==> config.mk <==
export PLATFORM = sky130hd
export DESIGN_NAME = tempo_beat_gen_flat
export DESIGN_NICKNAME = d
export VERILOG_FILES = /design/src/rtl/tempo_beat_if.sv /design/src/rtl/tempo_beat_gen.sv /design/src/flat_wrapper.sv
export SDC_FILE = /design/constraint.sdc
export NUM_CORES = 1
export LEC_CHECK = 0
export ABC_AREA = 1
export CORE_AREA = 2 2 132 146
export DETAILED_ROUTE_END_ITERATION = 12
export DIE_AREA = 0 0 134 148
export SYNTH_ARGS = -nofsm -noshare
export SYNTH_HDL_FRONTEND = slang
export SYNTH_SLANG_ARGS = --single-unit
==> constraint.sdc <==
create_clock -name clk_i -period 3.7 [get_ports clk_i]
set_input_delay 1.11 -clock clk_i [delete_from_list [all_inputs] [get_ports clk_i]]
set_output_delay 1.11 -clock clk_i [all_outputs]
set_load 0.02 [all_outputs]
==> src/rtl/tempo_beat_if.sv <==
// Tempo beat generator bus: timebase tick, BPM request and beat/status outputs.
//   tp_i         timebase tick, one clk wide
//   bpm_i        requested tempo (unsigned BPM), qualified by bpm_valid_i
//   bpm_valid_i  one-clk strobe
//   busy_o       divider running
//   period_o     current beat period in tp_i ticks
//   beat_o       LED drive
//   beat_pulse_o one-clk strobe at start of each beat
interface tempo_beat_if;
  logic        tp_i;
  logic [7:0]  bpm_i;
  logic        bpm_valid_i;
  logic        busy_o;
  logic [23:0] period_o;
  logic        beat_o;
  logic        beat_pulse_o;

  modport master (
    output tp_i, bpm_i, bpm_valid_i,
    input  busy_o, period_o, beat_o, beat_pulse_o
  );

  modport slave (
    input  tp_i, bpm_i, bpm_valid_i,
    output busy_o, period_o, beat_o, beat_pulse_o
  );
endinterface

==> src/rtl/tempo_beat_gen.sv <==
// Turns a BPM value into a periodic beat: LED drive plus one-clk beat strobe.
// A restoring divider computes ticks-per-beat = TPM / bpm on every accepted
// BPM update; the beat counter then runs on the shared tp_i timebase.
//   clk_i  system clock
//   rst_i  asynchronous, active-high reset
//   bus    tempo_beat_if slave (tp_i, bpm_i, bpm_valid_i in; busy_o,
//          period_o, beat_o, beat_pulse_o out; all outputs registered)
module tempo_beat_gen #(
  parameter int unsigned PULSE_PER_NS = 5120,
  parameter int unsigned BPM_MIN      = 30,
  parameter int unsigned BPM_MAX      = 250,
  parameter int unsigned LED_ON_NS    = 100_000_000
) (
  input  logic         clk_i,
  input  logic         rst_i,
  tempo_beat_if.slave  bus
);
  localparam longint unsigned TPM_L = 64'd60_000_000_000 / longint'(PULSE_PER_NS);
  localparam logic [23:0] TPM       = 24'(TPM_L);
  localparam logic [23:0] LED_TICKS = 24'(LED_ON_NS / PULSE_PER_NS);
  localparam logic [7:0]  BPM_LO    = 8'(BPM_MIN);
  localparam logic [7:0]  BPM_HI    = 8'(BPM_MAX);
  localparam logic [4:0]  DIV_ITERS = 5'd24;

  typedef enum logic [1:0] {S_IDLE, S_DIV, S_RUN} state_t;

  state_t      r_state, w_state_n;
  logic [23:0] r_cnt, w_cnt_n;
  logic [23:0] r_dq, w_dq_n;        // dividend shifts out, quotient shifts in
  logic [7:0]  r_rem, w_rem_n;
  logic [7:0]  r_bpm, w_bpm_n;
  logic [4:0]  r_iter, w_iter_n;
  logic [23:0] r_period, w_period_n;
  logic        r_busy, w_busy_n;
  logic        r_beat, w_beat_n;
  logic        r_pulse, w_pulse_n;

  logic [7:0]  w_bpm_clamped;
  logic [8:0]  w_partial;
  logic        w_ge;
  logic [7:0]  w_diff;

  // Clamp requested tempo into [BPM_MIN, BPM_MAX]
  always_comb begin
    w_bpm_clamped = bus.bpm_i;
    if (bus.bpm_i < BPM_LO)      w_bpm_clamped = BPM_LO;
    else if (bus.bpm_i > BPM_HI) w_bpm_clamped = BPM_HI;
  end

  // One restoring-division step; remainder < bpm so the difference fits 8 bits
  assign w_partial = {r_rem, r_dq[23]};
  assign w_ge      = (w_partial >= {1'b0, r_bpm});
  assign w_diff    = 8'(w_partial - {1'b0, r_bpm});

  // Next-state and output logic
  always_comb begin
    w_state_n  = r_state;
    w_cnt_n    = r_cnt;
    w_dq_n     = r_dq;
    w_rem_n    = r_rem;
    w_bpm_n    = r_bpm;
    w_iter_n   = r_iter;
    w_period_n = r_period;
    w_pulse_n  = 1'b0;

    case (r_state)
      S_IDLE, S_RUN: begin
        // A new tempo takes priority over a coincident tick
        if (bus.bpm_valid_i) begin
          w_state_n = S_DIV;
          w_bpm_n   = w_bpm_clamped;
          w_dq_n    = TPM;
          w_rem_n   = 8'd0;
          w_iter_n  = 5'd0;
        end else if (r_state == S_RUN && bus.tp_i) begin
          if (r_cnt == r_period - 24'd1) begin
            w_cnt_n   = 24'd0;
            w_pulse_n = 1'b1;
          end else begin
            w_cnt_n = r_cnt + 24'd1;
          end
        end
      end
      S_DIV: begin
        if (r_iter == DIV_ITERS) begin
          w_period_n = r_dq;
          w_cnt_n    = 24'd0;
          w_state_n  = S_RUN;
          w_pulse_n  = 1'b1;
        end else begin
          w_dq_n   = {r_dq[22:0], w_ge};
          w_rem_n  = w_ge ? w_diff : w_partial[7:0];
          w_iter_n = r_iter + 5'd1;
        end
      end
      default: w_state_n = S_IDLE;
    endcase

    w_busy_n = (w_state_n == S_DIV);
    w_beat_n = (w_state_n == S_RUN) && (w_cnt_n < LED_TICKS);
  end

  // State and output registers
  always_ff @(posedge clk_i or posedge rst_i) begin
    if (rst_i) begin
      r_state  <= S_IDLE;
      r_cnt    <= 24'd0;
      r_dq     <= 24'd0;
      r_rem    <= 8'd0;
      r_bpm    <= 8'd0;
      r_iter   <= 5'd0;
      r_period <= 24'd0;
      r_busy   <= 1'b0;
      r_beat   <= 1'b0;
      r_pulse  <= 1'b0;
    end else begin
      r_state  <= w_state_n;
      r_cnt    <= w_cnt_n;
      r_dq     <= w_dq_n;
      r_rem    <= w_rem_n;
      r_bpm    <= w_bpm_n;
      r_iter   <= w_iter_n;
      r_period <= w_period_n;
      r_busy   <= w_busy_n;
      r_beat   <= w_beat_n;
      r_pulse  <= w_pulse_n;
    end
  end

  assign bus.busy_o       = r_busy;
  assign bus.period_o     = r_period;
  assign bus.beat_o       = r_beat;
  assign bus.beat_pulse_o = r_pulse;
endmodule
==> src/flat_wrapper.sv <==
// flat-port wrapper written by rule: the top's interface ports become plain ports
module tempo_beat_gen_flat 
#(
  parameter int unsigned PULSE_PER_NS = 5120,
  parameter int unsigned BPM_MIN      = 30,
  parameter int unsigned BPM_MAX      = 250,
  parameter int unsigned LED_ON_NS    = 100_000_000
)
  (clk_i, rst_i, bus_tp_i, bus_bpm_i, bus_bpm_valid_i, bus_busy_o, bus_period_o, bus_beat_o, bus_beat_pulse_o);
  tempo_beat_if bus_i ();
  input  logic clk_i;
  input  logic rst_i;
  input wire logic [$bits(bus_i.tp_i)-1:0] bus_tp_i;
  input wire logic [$bits(bus_i.bpm_i)-1:0] bus_bpm_i;
  input wire logic [$bits(bus_i.bpm_valid_i)-1:0] bus_bpm_valid_i;
  output wire logic [$bits(bus_i.busy_o)-1:0] bus_busy_o;
  output wire logic [$bits(bus_i.period_o)-1:0] bus_period_o;
  output wire logic [$bits(bus_i.beat_o)-1:0] bus_beat_o;
  output wire logic [$bits(bus_i.beat_pulse_o)-1:0] bus_beat_pulse_o;
  assign bus_i.tp_i = bus_tp_i;
  assign bus_i.bpm_i = bus_bpm_i;
  assign bus_i.bpm_valid_i = bus_bpm_valid_i;
  assign bus_busy_o = bus_i.busy_o;
  assign bus_period_o = bus_i.period_o;
  assign bus_beat_o = bus_i.beat_o;
  assign bus_beat_pulse_o = bus_i.beat_pulse_o;
  tempo_beat_gen #(.PULSE_PER_NS(PULSE_PER_NS), .BPM_MIN(BPM_MIN), .BPM_MAX(BPM_MAX), .LED_ON_NS(LED_ON_NS)) u_core (.clk_i(clk_i), .rst_i(rst_i), .bus(bus_i));
endmodule
==> results_dict.tcl <==
set metrics [dict create \
    status "finished clean" \
    power.static_leakage_nw 3.49 \
    grt_pass1_vias 5500 \
    max_cap_violations 0 \
    layout_common_cells "250 x nand2_1, 123 x inv_1, 98 x dfrtp_1" \
    gp_congestion 0.893 \
    syn_nets 907 \
    drive_gt1_frac 0.0721 \
    nets 949 \
    seq_area_frac_synth 0.388 \
    skew_ns 0.0103 \
    stdcell_area_um2 7280 \
    vdd_drop_max_mv 0.303 \
    critPathMaxFanout 10 \
    slowest_stage "clkdlybuf4s50_1" \
    cp_cell_sequence "clkdlybuf4s50_1 > nand3_1 > clkinv_1 > nand2_1 > nor2_1 > nand4_1 > xor2_1 > nand3b_1 > nand2_1 > nor2_1 > nand2_1 > nor2_1 > nand3_1 > nor2_1 > nor2_1" \
    final_common_cell "nand2_1" \
    row_count 52 \
    area_growth_pct 15.2 \
    io_pins 39 \
    grt_max_degree 49 \
    setup-tns-final_ns 0 \
    relSlewSlack 0.609 \
    worstSetupPathType "input port to flop" \
    n_fill_cell 1909 \
    slew_violations 0 \
    fp.dieW_um 134 \
    drtPass1Iterations 5 \
    hold_violations 0 \
    cts_resized 0 \
    avgSynthCellArea_um2 7.16 \
    cts_buffers 9 \
    n_antenna_cell 0 \
    place_area_um2 7010 \
    portBuffers 38 \
    grt_setup_unrepaired "false" \
    ant_nets 0 \
    cts_root_buffer "clkbuf_16" \
    grt_pass1_wl_um 27600 \
    drt_iter0_drc 362 \
    cp-end-kind "flop" \
    coreArea_um2 18300 \
    cts.path.max_buffers 2 \
    finalWirelength_um 16600 \
    die_area_um2 19800 \
    clkTransAtPathRegs_ns 0.07 \
    cp-start-kind "input port" \
    tightestPinTransition_ns 0.586 \
    antenna_found_initial 0 \
    place_hpwl_um 12900 \
    hp-class "flop to flop" \
    ys_ff_latch 98 \
    required_ns 3.95 \
    syn_inst 882 \
    start_util 0.346 \
    grt_usage 0.176 \
    dr_total_vias 5674 \
    clock.fmax_ghz 0.310 \
    vias_per_cell 4.84 \
    h-tree-depth 3 \
    die_height_um 148 \
    clock_latency_ns 0.35 \
    period_share 0.872 \
    syn-cell-area_um2 6320 \
    finalSetupViolations 0 \
    timing.critical_path.mode_cell "nor2_1" \
    cp_num_buf_inv 2 \
    ys_warn_count 0 \
    p_per_area_nw_per_um2 897 \
    cp_slowest_stage_delay_ns 0.49 \
    post-cts-setup-buffers 0 \
    grt_overflow 0 \
    crit_family "simple AND/OR/NAND/NOR gates" \
    clkSinkCount 98 \
    timing.final.crit_period_ns 3.23 \
    ys_types 44 \
    avgRoutedWirePerCell_um 14.1 \
    cts-hold-fix-buffers 0 \
    cts_tree "yes" \
    drc 0 \
    critPathArrivalTime_ns 3.47 \
]
[Yosys cell counts (all sizes together)]
| master | n | share of area |
|---|---|---|
| a21boi | 1 | 0.0012 |
| a21o | 1 | 0.0012 |
| a21oi | 19 | 0.017 |
| a22oi | 2 | 0.0024 |
| a31o | 1 | 0.0014 |
| a31oi | 1 | 0.00099 |
| a32o | 2 | 0.0032 |
| a41oi | 1 | 0.0014 |
| and2 | 1 | 0.00099 |
| buf | 2 | 0.0038 |
| clkbuf | 13 | 0.0079 |
| clkinv | 3 | 0.0018 |
| dfrtp | 98 | 0.39 |
| fa | 1 | 0.0032 |
| ha | 12 | 0.024 |
| inv | 125 | 0.074 |
| nand2 | 260 | 0.16 |
| nand3 | 47 | 0.042 |
| nand3b | 7 | 0.0083 |
| nand4 | 18 | 0.018 |
| nor2 | 121 | 0.092 |
| nor3 | 9 | 0.0079 |
| nor4 | 4 | 0.0040 |
| o211ai | 2 | 0.0024 |
| o21ai | 75 | 0.060 |
| o21bai | 2 | 0.0024 |
| o22ai | 14 | 0.014 |
| o31ai | 1 | 0.0012 |
| xnor2 | 12 | 0.017 |
| xor2 | 27 | 0.037 |
[tightest hold or removal path: cells and delay by family (launching register included)]
kind	cells	cell delay [ns]
AOI/OAI and AO/OA	1	0.06
DFF	1	0.35
and+or+nand+nor	1	0.05
[power by group]
part	internal, W	leakage (nW)	switching, W
Combinational	0.00136	2.12	0.00237
Sequential	0.00148	1.24	0.000433
Clock	0.000460	0.122	0.000424
Total	0.00330	3.49	0.00323
[state kept, by name, indices dropped and copies added (netlist names)]
signal,count
u_core.bus.beat_o,1
u_core.bus.beat_pulse_o,1
u_core.bus.busy_o,1
u_core.bus.period_o,24
u_core.r_bpm,8
u_core.r_cnt,24
u_core.r_dq,24
u_core.r_iter,5
u_core.r_rem,8
u_core.r_state,2
[through the flow]
step,total power [W],std cells,hold slack [ns],worst slack (ns),utilization
2_1_floorplan,0.00461,882,0.451,0.0279,-
3_3_place_gp,0.00561,1156,0.466,0.193,0.383
3_5_place_dp,0.00567,1156,0.468,0.128,0.383
4_1_cts,0.00658,1172,0.484,0.498,0.398
5_1_grt,0.00719,1172,0.516,0.137,0.398
6_report,0.00653,1172,0.485,0.474,0.398
[cell families after synthesis]
logic type | count (synthesis) | synth area share
and+or+nand+nor | 467 | 0.335
buffers and inverters | 143 | 0.0877
AOI/OAI and AO/OA | 122 | 0.108
DFF | 98 | 0.388
xor gates and xnor gates | 39 | 0.0541
adders and majority gates | 13 | 0.0269
[area by class of cell]
| class | count | area (um^2) | share of cell area |
|---|---|---|---|
| inverter | 128 | 483 | 0.0664 |
| clock buffer | 11 | 233 | 0.0320 |
| sequential | 98 | 2450 | 0.337 |
| timing repair buffer | 46 | 453 | 0.0622 |
| tap | 243 | 304 | 0.0418 |
| clock inverter | 5 | 40.0 | 0.00550 |
| multi-input combinational | 641 | 3310 | 0.455 |
[worst paths after layout]
kind / start / depth (start not counted) / slack, ns / to
worst max-delay path: bus_tp_i / 15 / 0.47 / u_core.bus.beat_o$_DFF_PP0_
worst min-delay path: u_core.r_dq[15]$_DFFE_PP0P_ / 2 / 0.49 / u_core.bus.period_o[15]$_DFFE_PP0P_
worst max register to register: u_core.bus.period_o[0]$_DFFE_PP0P_ / 19 / 0.70 / u_core.bus.beat_o$_DFF_PP0_
worst min register to register: u_core.r_dq[15]$_DFFE_PP0P_ / 2 / 0.49 / u_core.bus.period_o[15]$_DFFE_PP0P_
max in group asynchronous: rst_i / 3 / 1.89 / u_core.r_cnt[17]$_DFF_PP0_
min in group asynchronous: rst_i / 2 / 1.16 / u_core.bus.period_o[9]$_DFFE_PP0P_
[layer usage]
metal	share of wire	GRT usage	vias up
met3	0.031	0.0316	27
met2	0.50	0.304	105
met4	0.029	0.0681	0
met1	0.44	0.219	2630
li1	-	-	2912
met5	0	0	-
Note: power is estimated with default switching activity, not from simulation.
